--- src/rtl/rv_lsu.sv ---
// Load/store unit: turns decoded load/store requests into a single word-wide
// request/acknowledge data-memory transaction and returns a one-cycle response
// carrying the aligned, extended load data or an error flag.
module rv_lsu #(
  parameter int unsigned AW = 32
) (
  input  logic          clk,
  input  logic          rst_n,
  input  logic          req_valid,
  output logic          req_ready,
  input  logic          mem_read,
  input  logic          mem_write,
  input  logic [2:0]    mem_op,
  input  logic [AW-1:0] addr,
  input  logic [31:0]   wdata,
  output logic          rsp_valid,
  output logic [31:0]   rdata,
  output logic          err,
  output logic          dmem_req,
  output logic          dmem_we,
  output logic [AW-1:0] dmem_addr,
  output logic [3:0]    dmem_be,
  output logic [31:0]   dmem_wdata,
  input  logic          dmem_ack,
  input  logic [31:0]   dmem_rdata
);

  typedef enum logic [1:0] {StIdle, StBus, StResp} state_e;

  state_e        state_q, state_d;
  logic          accept;

  logic          req_err;
  logic [3:0]    req_be;
  logic [31:0]   req_wdata;

  logic [1:0]    off_q;
  logic [2:0]    op_q;
  logic          we_q;
  logic          err_q;
  logic [AW-1:0] addr_q;
  logic [3:0]    be_q;
  logic [31:0]   wdata_q;
  logic [31:0]   rdata_q;

  logic [7:0]    lane_b;
  logic [15:0]   lane_h;
  logic [31:0]   load_data;

  // Decode the incoming request: byte enables, lane-replicated store data, errors.
  always_comb begin
    req_err   = 1'b0;
    req_be    = 4'b0000;
    req_wdata = 32'h0;
    case (mem_op)
      3'b000, 3'b100: begin
        req_be    = 4'b0001 << addr[1:0];
        req_wdata = {4{wdata[7:0]}};
      end
      3'b001, 3'b101: begin
        req_be    = addr[1] ? 4'b1100 : 4'b0011;
        req_wdata = {2{wdata[15:0]}};
        req_err   = addr[0];
      end
      3'b010: begin
        req_be    = 4'b1111;
        req_wdata = wdata;
        req_err   = (addr[1:0] != 2'b00);
      end
      default: req_err = 1'b1;
    endcase
    // Unsigned formats only make sense for loads.
    if (mem_write && mem_op[2]) req_err = 1'b1;
    if (mem_read && mem_write) req_err = 1'b1;
  end

  // Next-state logic; errored requests skip the bus and respond straight away.
  always_comb begin
    state_d = state_q;
    accept  = 1'b0;
    case (state_q)
      StIdle: begin
        if (req_valid && (mem_read || mem_write)) begin
          accept  = 1'b1;
          state_d = req_err ? StResp : StBus;
        end
      end
      StBus:   if (dmem_ack) state_d = StResp;
      StResp:  state_d = StIdle;
      default: state_d = StIdle;
    endcase
  end

  // Select the addressed lane of the returned word and extend it.
  always_comb begin
    lane_b = 8'h0;
    case (off_q)
      2'd0:    lane_b = dmem_rdata[7:0];
      2'd1:    lane_b = dmem_rdata[15:8];
      2'd2:    lane_b = dmem_rdata[23:16];
      default: lane_b = dmem_rdata[31:24];
    endcase
    lane_h    = off_q[1] ? dmem_rdata[31:16] : dmem_rdata[15:0];
    load_data = 32'h0;
    case (op_q)
      3'b000:  load_data = {{24{lane_b[7]}}, lane_b};
      3'b100:  load_data = {24'h0, lane_b};
      3'b001:  load_data = {{16{lane_h[15]}}, lane_h};
      3'b101:  load_data = {16'h0, lane_h};
      3'b010:  load_data = dmem_rdata;
      default: load_data = 32'h0;
    endcase
  end

  // State register plus request capture and load-data capture on the ack edge.
  always_ff @(posedge clk) begin
    if (!rst_n) begin
      state_q <= StIdle;
      off_q   <= 2'b00;
      op_q    <= 3'b000;
      we_q    <= 1'b0;
      err_q   <= 1'b0;
      addr_q  <= '0;
      be_q    <= 4'b0000;
      wdata_q <= 32'h0;
      rdata_q <= 32'h0;
    end else begin
      state_q <= state_d;
      if (accept) begin
        off_q   <= addr[1:0];
        op_q    <= mem_op;
        we_q    <= mem_write;
        err_q   <= req_err;
        addr_q  <= {addr[AW-1:2], 2'b00};
        be_q    <= req_be;
        wdata_q <= req_wdata;
        rdata_q <= 32'h0;
      end
      if (state_q == StBus && dmem_ack) begin
        rdata_q <= we_q ? 32'h0 : load_data;
      end
    end
  end

  // Outputs decode from the state register; bus fields are zero outside BUS.
  always_comb begin
    req_ready  = (state_q == StIdle);
    rsp_valid  = (state_q == StResp);
    err        = rsp_valid & err_q;
    rdata      = rsp_valid ? rdata_q : 32'h0;
    dmem_req   = (state_q == StBus);
    dmem_we    = dmem_req & we_q;
    dmem_addr  = dmem_req ? addr_q : '0;
    dmem_be    = dmem_req ? be_q : 4'b0000;
    dmem_wdata = dmem_req ? wdata_q : 32'h0;
  end

endmodule
--- config.mk ---
export PLATFORM = sky130hd
export DESIGN_NAME = rv_lsu
export DESIGN_NICKNAME = d
export VERILOG_FILES = /design/src/rtl/rv_lsu.sv
export SDC_FILE = /design/constraint.sdc
export NUM_CORES = 1
export LEC_CHECK = 0
export ABC_AREA = 1
export CORE_ASPECT_RATIO = 0.5
export CORE_MARGIN = 4
export CORE_UTILIZATION = 49
export DETAILED_ROUTE_END_ITERATION = 6
export PLACE_DENSITY = 0.87
export SLEW_MARGIN = 20
export SYNTH_ARGS = -nofsm -noshare
export SYNTH_HDL_FRONTEND = slang
export SYNTH_SLANG_ARGS = --single-unit
--- constraint.sdc ---
create_clock -name clk -period 2.8 [get_ports clk]
set_input_delay 0.42 -clock clk [delete_from_list [all_inputs] [get_ports clk]]
set_output_delay 0.42 -clock clk [all_outputs]
set_load 0.02 [all_outputs]
==> metrics.md <==
| Metric | Value |
|---|---|
| Outcome | `complete, no violations` |
| Worst Setup End Kind | `primary output` |
| Mapped Area | `5750 µm²` |
| Die W | `161 µm` |
| WHS Endpoint | `addr_q[29]$_SDFFE_PN0P_` |
| R2R Path End | `rdata_q[31]$_SDFFE_PN0P_` |
| Tcrit/Tclk final | `96.9%` |
| Final Cell Area | `around 8200 µm²` |
| Placed Cells | `1269` |
| Final Util | `72.9%` |
| Core area | `11200 µm²` |
| Lkg Pwr | `~3 nW` |
| Vias per cell | `between 5 and 6` |
| Max_cap viols | `0` |
| Worst Hold Depth | `2` |
| Worst-Margin Slew | `660 ps` |
| RSZ-0062 raised after global routing | `no` |
| Crit path DAT | `about 2300 ps` |
| Worst endpoint required time | `2380 ps` |
| Slowest cell delay on critical path | `about 620 ps` |
| Family with the most delay on the worst path | `buffers and inverters` |
| First-pass GRT wire length | `29400 µm` |
| Count of hold-fix buffers inserted at cts | `0` |
| Max H-tree Level | `3` |
| Via count | `6539` |
| Place WS | `between 400 and 500 ps` |
| Crit-path cells | `inv_1, nor2_2, clkinvlp_4, buf_4, nor2_1, clkdlybuf4s50_1` |
| Worst VDD drop | `0.000367 V` |
| # setup viols final | `0` |
| I/O Buffers | `between 200 and 250` |
| Worst hold margin | `454 ps` |
| Top cell type's share of synthesized area | `37.3%` |
| Share of layout cells above drive strength 1 | `4.96%` |
| Final wirelength | `18500 µm` |
| Starting Density | `between 50% and 60%` |
| Die extent in y | `approximately 85 µm` |
| Yosys reg bits | `between 100 and 150` |
| Initial antenna violation count | `0` |
| Final GP Congestion | `between 0.8 and 0.9` |
| Setup CP Type | `reg2out` |
| Diode count | `0` |
| Routed WL per cell | `14.3 µm` |
| Largest net degree at the start of global routing | `51` |
| Post-Syn Instances | `948` |
| Area leader, netlist | `dfxtp_1` |
| Die Area | `13600 µm²` |
| Tmin final | `2710 ps` |
| All-layer global routing usage | `25.8%` |
| Post-synth ARST share | `0%` |
| Fraction of the yosys area taken by sequential cells | `37.3%` |
| Pins Over Slew Limit | `0` |
| Setup ws final | `87.7 ps` |
| Number of global-route vias before repair | `6286` |
| Startpoint type of the worst setup path | `flip-flop` |
| Number of synthesis warnings | `0` |
| Sum of negative setup slack | `0 ps` |
| Dpl hpwl | `13200 µm` |
| Max Fanout on Critical Path | `16` |
| Ports | `between 200 and 250` |
| R2R depth | `6` |
| Post-synth EDFFs | `0` |
| Slew HR | `a little under three fifths` |
| DRT iter0 DRCs | `between 400 and 500` |
| Clk_lat worst skew | `approximately 350 ps` |
| DRC viols | `0` |
| Final std cells w/o fill | `1289` |
| Pwr/cell area | `465 nW/µm²` |
| Crit path max-delay cell type | `clkdlybuf4s50_1` |
| Total power | `around 3.8 mW` |
| Root Driver | `clkbuf_16` |
| Endpoints failing hold | `0` |
| Max Clock Skew | `8.14 ps` |
| Clock sinks | `107` |
| Drt first pass iters | `5` |
| Critical R2R Launch | `op_q[0]$_SDFFE_PN0P_` |
| Placed cell area | `7840 µm²` |
| CTS tree | `done` |
| HP Start | `addr_q[29]$_SDFFE_PN0P_` |
| Nets | `~1200` |
| Worst R2R Setup Slack | `between 800 and 900 ps` |
| Max Freq | `0.369 GHz` |
| Worst min path class | `reg2reg` |
| Netlist cell types | `26` |
| Routed Antenna Nets | `0` |
| Clock slew at reported path FFs | `80 ps` |
| CP bufs+invs | `4` |
| Total grt overflow | `0` |
| Dominant cells by area after synthesis | `dfxtp_1 (37%), nand2_1 (19%), a21oi_1 (9.3%)` |
| Area Growth Syn to Fin | `42.3%` |
| Syn_area_per_cell | `6.06 µm²` |
| CTS Buf Count | `9` |
| Top_reg_cell synth | `dfxtp_1` |
| Worst-case clock buffer depth | `2` |
| Rows | `27` |
flip-flops by register name (all words and copies together), names as in the netlist:
| register | count |
|---|---|
| we_q | 1 |
| op_q | 3 |
| addr_q | 30 |
| err_q | 1 |
| off_q | 2 |
| state_q | 2 |
| be_q | 4 |
| rdata_q | 32 |
| wdata_q | 32 |
synth_stat cells (2+ instances only):
master,instances
a31oi_1,2
or2_2,4
nor2_4,4
nand3_1,42
buf_1,4
nor2_1,123
buf_2,23
o21ai_1,6
buf_4,6
inv_1,127
o21ai_0,43
dfxtp_1,107
clkbuf_1,21
nand2_1,293
inv_2,10
nor3_2,2
o211ai_1,15
a21oi_1,107
buf_6,2
worst max path at each step:
stage,from,end,depth (start not counted)
CTS,state_q[1]$_SDFFE_PN0P_,rdata[0],5
global placement,state_q[1]$_SDFFE_PN0P_,err,5
detailed placement,state_q[1]$_SDFFE_PN0P_,rdata[0],5
global route,state_q[1]$_SDFFE_PN0P_,rdata[12],6
finish,state_q[1]$_SDFFE_PN0P_,rdata[31],6
floorplan,state_q[1]$_SDFFE_PN0P_,rdata[10],5
metal layers:
| layer | vias up | wire length, µm | global-route usage (%) |
|---|---|---|---|
| met5 | - | 0 | 0 |
| met4 | 0 | 566 | 9.75 |
| met3 | 48 | 1110 | 5.35 |
| met2 | 234 | 8950 | 45.6 |
| met1 | 2999 | 7850 | 31.3 |
| li1 | 3258 | - | - |
cell families after synthesis:
group | after synthesis | share of synthesized area (%)
compound gates | 173 | 15.8
simple gates | 473 | 33.0
flops | 107 | 37.3
buf+inv | 194 | 13.9
other cells | 1 | 0.0653
repair_timing:
| action | in CTS | in global routing |
|---|---|---|
| setup endpoints to repair | 0 | 33 |
| setup buffers | 0 | 3 |
| resized for setup | 0 | 3 |
power by group:
group / leakage, nW / internal, mW / switching (mW)
logic: 2.06 / 0.333 / 0.496
clock network: 0.149 / 0.709 / 0.609
registers: 0.873 / 1.61 / 0.0471
worst register-to-register path, delay by kind of cell, from the launching register on:
family / cells / cell delay (ps)
and+or+nand+nor: 4 / 1250
DFF: 1 / 380
AOI/OAI and AO/OA: 1 / 140
buffers and inverters: 1 / 80
layout by cell type, fill, tap and decap left out, types with 2 or more instances in the layout:
master           count
nor2_4               4
conb_1               2
dfxtp_1            107
clkbuf_16            9
inv_1              126
nand2_1            293
a21oi_1            107
or2_2                4
nor2_2               2
inv_6                3
o21ai_1              6
o21ai_0             43
clkinvlp_4           3
clkdlybuf4s50_1    207
nand3_1             42
o211ai_1            15
nor2_1             122
a31oi_1              2
buf_4               12
inv_2               10
final cells by class:
type | count | area (µm²)
Clock buffer | 9 | 225
Clock inverter | 7 | 80.1
Fill cell | 925 | 3040
Inverter | 138 | 524
Multi-Input combinational cell | 648 | 2820
Sequential cell | 107 | 2140
Tap cell | 159 | 199
Timing Repair Buffer | 220 | 2180
Timing Repair inverter | 1 | 7.51
(Power assumes the default switching activity.)
